$ cat src/rtl/clock_gen_pkg.sv
// rtl/clock_gen_pkg.sv - shared constants and types for the clock generator bank
package clock_gen_pkg;

  localparam int CNT_W_DEFAULT = 27;
  localparam int MAX_CH        = 16;

  typedef logic [CNT_W_DEFAULT-1:0] div_t;

  typedef enum logic {
    BLK_ON,
    BLK_OFF
  } blink_t;

endpackage

$ cat src/rtl/clock_div_ch.sv
// rtl/clock_div_ch.sv - one divider channel: counter, active/shadow divisor, square wave and tick
module clock_div_ch
  import clock_gen_pkg::*;
#(
  parameter int              CNT_W    = CNT_W_DEFAULT,
  parameter logic [CNT_W-1:0] DIV_INIT = '0
) (
  input  logic             clk,
  input  logic             rst,
  input  logic             sync,
  input  logic             ld,
  input  logic [CNT_W-1:0] ld_div,
  output logic             clk_out,
  output logic             tick
);

  logic [CNT_W-1:0] cnt;
  logic [CNT_W-1:0] act;
  logic [CNT_W-1:0] shd;
  logic [CNT_W-1:0] shd_next;

  assign shd_next = ld ? ld_div : shd;

  always_ff @(posedge clk or posedge rst) begin
    if (rst) begin
      cnt     <= '0;
      act     <= DIV_INIT;
      shd     <= DIV_INIT;
      clk_out <= 1'b0;
      tick    <= 1'b0;
    end else if (sync) begin
      cnt     <= '0;
      act     <= shd_next;
      shd     <= shd_next;
      clk_out <= 1'b0;
      tick    <= 1'b0;
    end else begin
      shd <= shd_next;
      if (act == '0) begin
        // halted: a pending divisor takes over at once, counting starts from zero
        cnt     <= '0;
        act     <= shd_next;
        clk_out <= 1'b0;
        tick    <= 1'b0;
      end else if (cnt == act - 1'b1) begin
        cnt     <= '0;
        act     <= shd_next;
        clk_out <= ~clk_out;
        tick    <= ~clk_out;
      end else begin
        cnt  <= cnt + 1'b1;
        tick <= 1'b0;
      end
    end
  end

endmodule

$ cat src/rtl/clock_gen_bank.sv
// rtl/clock_gen_bank.sv - multi-channel programmable clock/tick generator
// Optional blink output enabled by defining CLKGEN_BLINK_EN.
module clock_gen_bank
  import clock_gen_pkg::*;
#(
  parameter int                    NUM_CH   = 4,
  parameter int                    CNT_W    = CNT_W_DEFAULT,
  parameter logic [NUM_CH*CNT_W-1:0] DIV_INIT = {NUM_CH{27'd50_000_000}}
`ifdef CLKGEN_BLINK_EN
  ,
  parameter logic [7:0]            BLINK_CH  = 8'd1,
  parameter logic [7:0]            BLINK_ON  = 8'd3,
  parameter logic [7:0]            BLINK_OFF = 8'd1
`endif
) (
  input  logic              CLK_REF,
  input  logic              CLK_RES,
  input  logic              SYNC,
  input  logic              LD_EN,
  input  logic [3:0]        LD_CH,
  input  logic [CNT_W-1:0]  LD_DIV,
  output logic [NUM_CH-1:0] CLK_OUT,
  output logic [NUM_CH-1:0] TICK
`ifdef CLKGEN_BLINK_EN
  ,
  output logic              CLK_BLINK
`endif
);

  if (NUM_CH < 1 || NUM_CH > MAX_CH) begin : g_bad_num_ch
    $error("clock_gen_bank: NUM_CH out of range");
  end

  for (genvar i = 0; i < NUM_CH; i++) begin : g_ch
    clock_div_ch #(
      .CNT_W    (CNT_W),
      .DIV_INIT (DIV_INIT[i*CNT_W +: CNT_W])
    ) u_ch (
      .clk     (CLK_REF),
      .rst     (CLK_RES),
      .sync    (SYNC),
      .ld      (LD_EN && (LD_CH == 4'(i))),
      .ld_div  (LD_DIV),
      .clk_out (CLK_OUT[i]),
      .tick    (TICK[i])
    );
  end

`ifdef CLKGEN_BLINK_EN
  blink_t     blk_state;
  logic [7:0] blk_cnt;

  // blink phase counts ticks of the selected channel, not reference cycles
  always_ff @(posedge CLK_REF or posedge CLK_RES) begin
    if (CLK_RES) begin
      blk_state <= BLK_ON;
      blk_cnt   <= '0;
      CLK_BLINK <= (BLINK_ON != 8'd0);
    end else if (SYNC) begin
      blk_state <= BLK_ON;
      blk_cnt   <= '0;
      CLK_BLINK <= (BLINK_ON != 8'd0);
    end else if (BLINK_ON == 8'd0) begin
      CLK_BLINK <= 1'b0;
    end else if (BLINK_OFF == 8'd0) begin
      CLK_BLINK <= 1'b1;
    end else if (TICK[BLINK_CH]) begin
      unique case (blk_state)
        BLK_ON: begin
          if (blk_cnt == BLINK_ON - 8'd1) begin
            blk_state <= BLK_OFF;
            blk_cnt   <= '0;
            CLK_BLINK <= 1'b0;
          end else begin
            blk_cnt <= blk_cnt + 8'd1;
          end
        end
        BLK_OFF: begin
          if (blk_cnt == BLINK_OFF - 8'd1) begin
            blk_state <= BLK_ON;
            blk_cnt   <= '0;
            CLK_BLINK <= 1'b1;
          end else begin
            blk_cnt <= blk_cnt + 8'd1;
          end
        end
        default: begin
          blk_state <= BLK_ON;
          blk_cnt   <= '0;
        end
      endcase
    end
  end
`endif

endmodule
$ cat config.mk
export PLATFORM = sky130hd
export DESIGN_NAME = clock_gen_bank
export DESIGN_NICKNAME = d
export VERILOG_FILES = /design/src/rtl/clock_gen_pkg.sv /design/src/rtl/clock_div_ch.sv /design/src/rtl/clock_gen_bank.sv
export SDC_FILE = /design/constraint.sdc
export NUM_CORES = 1
export LEC_CHECK = 0
export ABC_AREA = 0
export CORE_MARGIN = 1.5
export CORE_UTILIZATION = 35
export DETAILED_ROUTE_END_ITERATION = 16
export GPL_TIMING_DRIVEN = 0
export PLACE_DENSITY_LB_ADDON = 0.12
export RECOVER_POWER = 100
export REMOVE_ABC_BUFFERS = 1
export SKIP_CTS_REPAIR_TIMING = 1
export SYNTH_ARGS = -nofsm -noshare
export SYNTH_HDL_FRONTEND = slang
export SYNTH_HIERARCHICAL = 1
export SYNTH_SLANG_ARGS = --single-unit
$ cat constraint.sdc
create_clock -name CLK_REF -period 6.4 [get_ports CLK_REF]
set_input_delay 1.28 -clock CLK_REF [delete_from_list [all_inputs] [get_ports CLK_REF]]
set_output_delay 1.28 -clock CLK_REF [all_outputs]
set_load 0.02 [all_outputs]
==> out/metrics.csv <==
stage;metric;value;unit
setup_path;worstSetupPathType;flop to flop;
setup_path;path_buf_inv;2;
pwr;p_sw_share;30.5;%
routing;via_count;12500;
clock_tree;worstSkewPairLatency;0.56;ns
min_path;hp-class;flop to flop;
min_path;holdPathEnd;g_ch[3].u_ch/shd[3]$_DFF_PP0_;
pwr;p_switching;2100;uW
synth;postSynth.asyncResetShare;100;%
pwr;p_leak;0.00846;uW
floorplan;io-pin-count;43;
timing;fin_skew;0.0101;ns
pwr;intPower;4780;uW
cells_and_area;fin_area;20900;um2
setup_path;crit_fanout;25;
floorplan;core;52800;um2
cells_and_area;fillers;5176;
timing;setup_viol;0;
timing;whs;0.477;ns
placed_design;portBuffers;42;
synth;syn_inst;1671;
routing;routed_wl;45100;um
floorplan;die_w;234;um
floorplan;die_area;54900;um2
clock_tree;cts-root-buf;clkbuf_16;
setup_path;worstReg2RegEnd;g_ch[1].u_ch/act[1]$_DFFE_PP0P_;
cells_and_area;nNetsFinal;1736;
global_routing;grt_pass1_wl;72200;um
status;violations;DRC, capacitance limit, slew limit;
cells_and_area;area_delta_synth_final;11.4;%
global_routing;grt_usage;16.9;%
global_routing;grt_overflow;0;
timing;post-route-period-util;76.6;%
timing;setup_tns;0;ns
pwr;power_density;330;nW/um2
placed_design;place_inst;2341;
cells_and_area;drive_gt1_share;16.1;%
setup_path;start_kind;flop;
status;status;finished, violations left;
synth;synth.distinct_cells;80;
routing;dr.pass1.iters;11;
timing;slew_violations;113;
min_path;worstHoldStart;g_ch[3].u_ch/shd[3]$_DFF_PP0_;
clock_tree;clock_sinks;332;
cells_and_area;diodes;0;
clock_tree;cts_inserted_buffers;38;
timing;hold_viol;0;
clock_tree;cts_tree;done;
timing;tightest_slew;1.80;ns
run;drv_cap;4;
min_path;hold_depth;1;
global_routing;antenna_found_initial;1;
setup_path;worstPathArrival;5.35;ns
global_routing;grt_max_degree;70;
setup_path;crit_chain;inv_1 -> ha_1 -> nor3b_1 -> nand2_1 -> o31ai_1 -> o2111ai_1 -> nor4_1 -> nand4_1 -> o21ai_4 -> clkbuf_1 -> mux2_4;
routing;drcViolationCount;1;
setup_path;r2r_cells;11;
routing;ant_nets;0;
placed_design;place.gp.congestion;0.871;
pwr;ir_drop;0.156;mV
pwr;p_clk_share;35.0;%
floorplan;initial_core_util;35.5;%
synth;syn_area;18700;um2
synth;ys_warn_count;6;
setup_path;cpPeakStageDelay;1.02;ns
timing;post-route-min-period;4.90;ns
clock_tree;htreeDepth;2;
setup_path;crit_cells;11;
routing;wl_per_cell;18.7;um
clock_tree;cts_buffer_depth;3;
synth;yosys_most_used_dff;dfrtp_1;
pwr;comb_power_share;21.6;%
synth;avgSynthCellArea;11.2;um2
setup_path;cp-end-kind;flop;
setup_path;cp_slowest_cell;clkbuf_1;
timing;rsz0062_at_grt;false;
setup_path;required;6.85;ns
synth;ys_ff_latch;332;
placed_design;place_area;19900;um2
routing;via_per_inst;5.20;
placed_design;hpwl;32100;um
setup_path;r2r_slack;1.50;ns
pwr;seqPwrFrac;43.3;%
timing;max_freq;204;MHz
floorplan;die_h;234;um
floorplan;rows;84;
synth;synth_edf_count;0;
setup_path;crit_family;simple AND/OR/NAND/NOR gates;
clock_tree;path_clk_slew;0.06;ns
setup_path;rr_startpoint;g_ch[1].u_ch/act[0]$_DFFE_PP0P_;
timing;max-slew-margin-rel;-20.8;%
routing;drt_iter0_drc;853;
synth;ys_seq_area_share;45.0;%
global_routing;grt_pass1_vias;12500;
cells_and_area;stdcell_count;2411;
[worst max-delay path by stage]
stage / startpoint / endpoint / slack [ns]
after floorplan: g_ch[0].u_ch/act[4]$_DFFE_PP0P_ / g_ch[0].u_ch/act[18]$_DFFE_PP0P_ / 2.63
after global placement: CLK_RES / g_ch[2].u_ch/shd[18]$_DFF_PP0_ / 1.33
after detailed placement: g_ch[0].u_ch/act[4]$_DFFE_PP0P_ / g_ch[0].u_ch/act[18]$_DFFE_PP0P_ / 2.42
after CTS: g_ch[0].u_ch/act[5]$_DFFE_PP0P_ / g_ch[0].u_ch/act[18]$_DFFE_PP0P_ / 2.40
after global routing: g_ch[1].u_ch/act[0]$_DFFE_PP0P_ / g_ch[1].u_ch/act[2]$_DFFE_PP0P_ / 1.07
final: g_ch[1].u_ch/act[0]$_DFFE_PP0P_ / g_ch[1].u_ch/act[1]$_DFFE_PP0P_ / 1.50
[per-stage QoR]
stage | power (uW) | setup WS, ns | util (%)
final | 6880 | 1.50 | 39.5
after floorplan | 4200 | 2.63 | -
after CTS | 7140 | 2.40 | 40.3
after global placement | 4620 | 1.33 | 37.1
after global routing | 7260 | 1.07 | 39.5
after detailed placement | 4680 | 2.42 | 37.7
[synthesized netlist by cell type, types with 32 or more instances]
library cell / n / area, um2
nor2_1: 126 / 473
and3_1: 40 / 250
dfstp_2: 96 / 2520
nand3_1: 72 / 360
xnor2_1: 120 / 1050
dfrtp_1: 236 / 5910
clkbuf_1: 32 / 120
nor4_1: 34 / 213
mux2_2: 130 / 1460
and2_1: 56 / 350
nand2_1: 76 / 285
nor3_1: 46 / 230
mux2_4: 86 / 1290
xor2_1: 96 / 841
[placed cells by master, fill, tap and decap left out, types with 8 or more instances in the layout]
| master | instances |
|---|---|
| a21oi_1 | 26 |
| a31oi_1 | 18 |
| and2_0 | 8 |
| and2_1 | 48 |
| and3_1 | 40 |
| and4_1 | 9 |
| clkbuf_1 | 11 |
| clkbuf_16 | 41 |
| clkbuf_8 | 12 |
| clkdlybuf4s50_1 | 32 |
| dfrtp_1 | 236 |
| dfstp_2 | 96 |
| dlygate4sd3_1 | 10 |
| ha_1 | 8 |
| inv_1 | 22 |
| mux2_1 | 157 |
| mux2_2 | 51 |
| mux2_4 | 12 |
| nand2_1 | 76 |
| nand2b_1 | 24 |
| nand3_1 | 72 |
| nand3b_1 | 10 |
| nand4_1 | 24 |
| nand4b_1 | 8 |
| nor2_1 | 127 |
| nor2b_1 | 14 |
| nor3_1 | 46 |
| nor4_1 | 36 |
| o2111ai_1 | 8 |
| o211ai_1 | 14 |
| o21ai_0 | 16 |
| o31ai_1 | 10 |
| or3_1 | 16 |
| or4_1 | 24 |
| xnor2_1 | 120 |
| xor2_1 | 96 |
[kinds of logic (layout without fill, tap and decap cells)]
kind of cell / after synthesis / after routing / synth area share [%]
and+or+nand+nor: 641 / 641 / 20.1
DFF: 332 / 332 / 45.0
muxes: 226 / 226 / 15.3
xor gates and xnor gates: 216 / 216 / 10.1
AOI/OAI and AO/OA: 148 / 148 / 6.08
buffers and inverters: 100 / 152 / 2.89
adders and majority gates: 8 / 8 / 0.535
[power by group through the flow]
| stage | Sequential (uW) | Clock (uW) | Combinational (uW) |
|---|---|---|---|
| 3_5_place_dp | 3020 | 0 | 1650 |
| 5_1_grt | 3050 | 2550 | 1660 |
| 4_1_cts | 2990 | 2480 | 1660 |
| 2_1_floorplan | 2870 | 0 | 1330 |
| 3_3_place_gp | 3010 | 0 | 1600 |
| 6_report | 2980 | 2410 | 1490 |
[cell type report]
cell class | count | area, um2 | share of cell area, %
repair buffers | 56 | 697 | 3.34
well taps | 688 | 861 | 4.13
flip-flops and latches | 332 | 8430 | 40.4
clock buffers | 61 | 1220 | 5.86
clock inverters | 9 | 173 | 0.828
multi-input cells | 1239 | 9370 | 44.9
inverters | 26 | 103 | 0.492
[flip-flops by register name (all words and copies together) (netlist names)]
signal             flops
g_ch.u_ch/clk_out      4
g_ch.u_ch/cnt        108
g_ch.u_ch/shd        108
g_ch.u_ch/tick         4
g_ch.u_ch/act        108
[routing by layer]
metal | GRT usage, % | wire (um)
met4 | 6.09 | 1200
met5 | 0 | 0
met2 | 26.5 | 20500
met3 | 2.09 | 1200
met1 | 23.9 | 22200
Power figures use the tool's default switching activity.
==> RTL change (same settings) <==
`NUM_CH`: 4 -> 8.
--- a/src/rtl/clock_gen_bank.sv
+++ b/src/rtl/clock_gen_bank.sv
@@ -3,7 +3,7 @@
 module clock_gen_bank
   import clock_gen_pkg::*;
 #(
-  parameter int                    NUM_CH   = 4,
+  parameter int                    NUM_CH   = 8,
   parameter int                    CNT_W    = CNT_W_DEFAULT,
   parameter logic [NUM_CH*CNT_W-1:0] DIV_INIT = {NUM_CH{27'd50_000_000}}
 `ifdef CLKGEN_BLINK_EN
Interface: changed (resized CLK_OUT and TICK); port bits go from 43 to 51. No check against the original RTL was run, so the function may have changed too.
==> RTL change against the unedited design <==
Die area rose by 98%; sequential power up 100%; sequential cell count grew 332; first-iteration DRC count rose by 98%; cell area increased by 97%; power grew 95%; area after synthesis grew 100%; cell count grew 100%; critical path type unchanged; the flow finishes with violations (capacitance limit, slew limit); wire length grew 120%; global-route usage up 1.3 points; setup slack got worse by 0.19 ns; combinational power up 99%; maximum frequency is 3.8% lower.
==> RTL change: results (changes against the unedited design) <==
Crit-path slowest cell o21ai_1; Worst VDD drop 0.201 mV (+28%); Max Cap Violations 16 (+12); Slew headroom -0.922 (-0.715); multiplexer share of the synthesized area 0.152 (-0.000380); largest net degree at the start of global routing 56 (-20%); reg-to-reg slack, setup 1.30 ns (-0.19 ns); NetSw 4.25 mW (+100%); H-tree depth 3 (+1); Clock transition at path regs 0.06 ns (about the same); routability cong. 0.921 (+5.7%); synth top area cells dfrtp_1 (32%), dfstp_2 (13%), mux2_2 (7.9%); Pins Over Slew Limit 483 (+330%); Critical Path Sink g_ch[1].u_ch/act[6]; Critical Path Max Stage Delay 1.22 ns (+0.20 ns); biggest regs g_ch.u_ch/act (216), g_ch.u_ch/cnt (216), g_ch.u_ch/shd (216); most frequent cells after synthesis dfrtp_1 (472), nor2_1 (289), mux2_2 (261), xnor2_1 (234), xor2_1 (198); Post-Synth XOR/XNOR Area 0.101 (+0.000125); global-route wire length before repair 156000 um (+120%); unique cell type count in the Yosys netlist 79 (-1.3%); Worst Skew 0.0199 ns (+0.00982 ns); DR iter-0 viols 1685 (+98%); post-synthesis adder-cell area fraction 0.00535 (+0.00000662); failing checks capacitance limit, slew limit; Worst EP arrival 5.60 ns (+0.25 ns); share of cells above drive strength 1 0.147 (-0.0140); DP Wirelength 66500 um (+110%); vias in the first global route 26500 (+110%); TritonRoute pass-1 iters 6 (-5); clk_lat worst skew 0.64 ns (+0.08 ns); Final Critical Period 5.10 ns (+0.193 ns); sequential area share after synthesis 0.451 (+0.000557); fraction of registers with async set/reset 1.00 (unchanged); fillers 10300 (+99%); run status complete, but fails checks; gr usage total 0.182 (+0.0132); DR WL/cell 20.1 um (+7.8%)
## RTL change: cell count changes in the layout (fill, tap and decap cells not counted), moves of 30 or more
cell       delta
and3_1       +40
nand3_1      +68
xnor2_1     +114
nor3_1       +53
dfrtp_1     +236
mux2_1      +199
nor2_1      +162
mux2_2       +30
clkbuf_16    +41
nand2_1      +77
nor4_1       +40
dfstp_2      +96
xor2_1      +102
## RTL change: logic make-up (layout without fill, tap and decap cells)
kind of cell	Yosys count	count (layout)
AO/OA/AOI/OAI	296	296
AND/OR/NAND/NOR	1293	1293
multiplexers	451	451
other	0	17
buffers and inverters	210	275
flip-flops	664	664
adder cells (fa/ha/maj)	16	16
XOR/XNOR	432	432
## RTL change: worst min-delay path by stage
stage	from	endpoint	slack, ns
2_1_floorplan	g_ch[5].u_ch/cnt[0]	g_ch[5].u_ch/cnt[0]	0.46
3_3_place_gp	g_ch[4].u_ch/shd[18]	g_ch[4].u_ch/shd[18]	0.48
3_5_place_dp	g_ch[3].u_ch/shd[18]	g_ch[3].u_ch/shd[18]	0.48
4_1_cts	g_ch[3].u_ch/shd[18]	g_ch[3].u_ch/shd[18]	0.50
5_1_grt	g_ch[0].u_ch/shd[16]	g_ch[0].u_ch/shd[16]	0.49
6_report	g_ch[5].u_ch/shd[9]	g_ch[5].u_ch/shd[9]	0.47
## RTL change: stage by stage
stage	cell area (um^2)	power, mW	instances	util
after detailed placement	39400	9.38	4672	0.373
after global routing	41000	14.2	4820	0.388
after CTS	42000	14.0	4818	0.397
final	41000	13.4	4835	0.388
after floorplan	36500	8.40	3205	-
after global placement	38700	9.23	4646	0.367
## RTL change: power groups by stage
| stage | registers, mW | clock network [mW] | logic (mW) |
|---|---|---|---|
| after floorplan | 5.75 | 0 | 2.64 |
| after global placement | 6.03 | 0 | 3.20 |
| after detailed placement | 6.06 | 0 | 3.32 |
| after CTS | 6.00 | 4.65 | 3.35 |
| after global routing | 6.10 | 4.83 | 3.31 |
| final | 5.97 | 4.49 | 2.97 |
## RTL change: cell type report
cell class / instances / area [um^2] / share of cell area
clock inverter: 23 / 248 / 0.00604
inverter: 53 / 209 / 0.00510
sequential: 664 / 16900 / 0.411
clock buffer: 123 / 2350 / 0.0572
tap: 1391 / 1740 / 0.0424
timing repair buffer: 76 / 977 / 0.0238
multi-input combinational: 2488 / 18600 / 0.453
antenna: 17 / 42.5 / 0.00104
## RTL change: layer usage
layer	vias up	global-route usage	part of all wire
li1	12100	-	-
met2	583	0.285	0.45
met3	142	0.0258	0.058
met1	12900	0.256	0.46
met4	4	0.0657	0.030
met5	-	0	0.00029
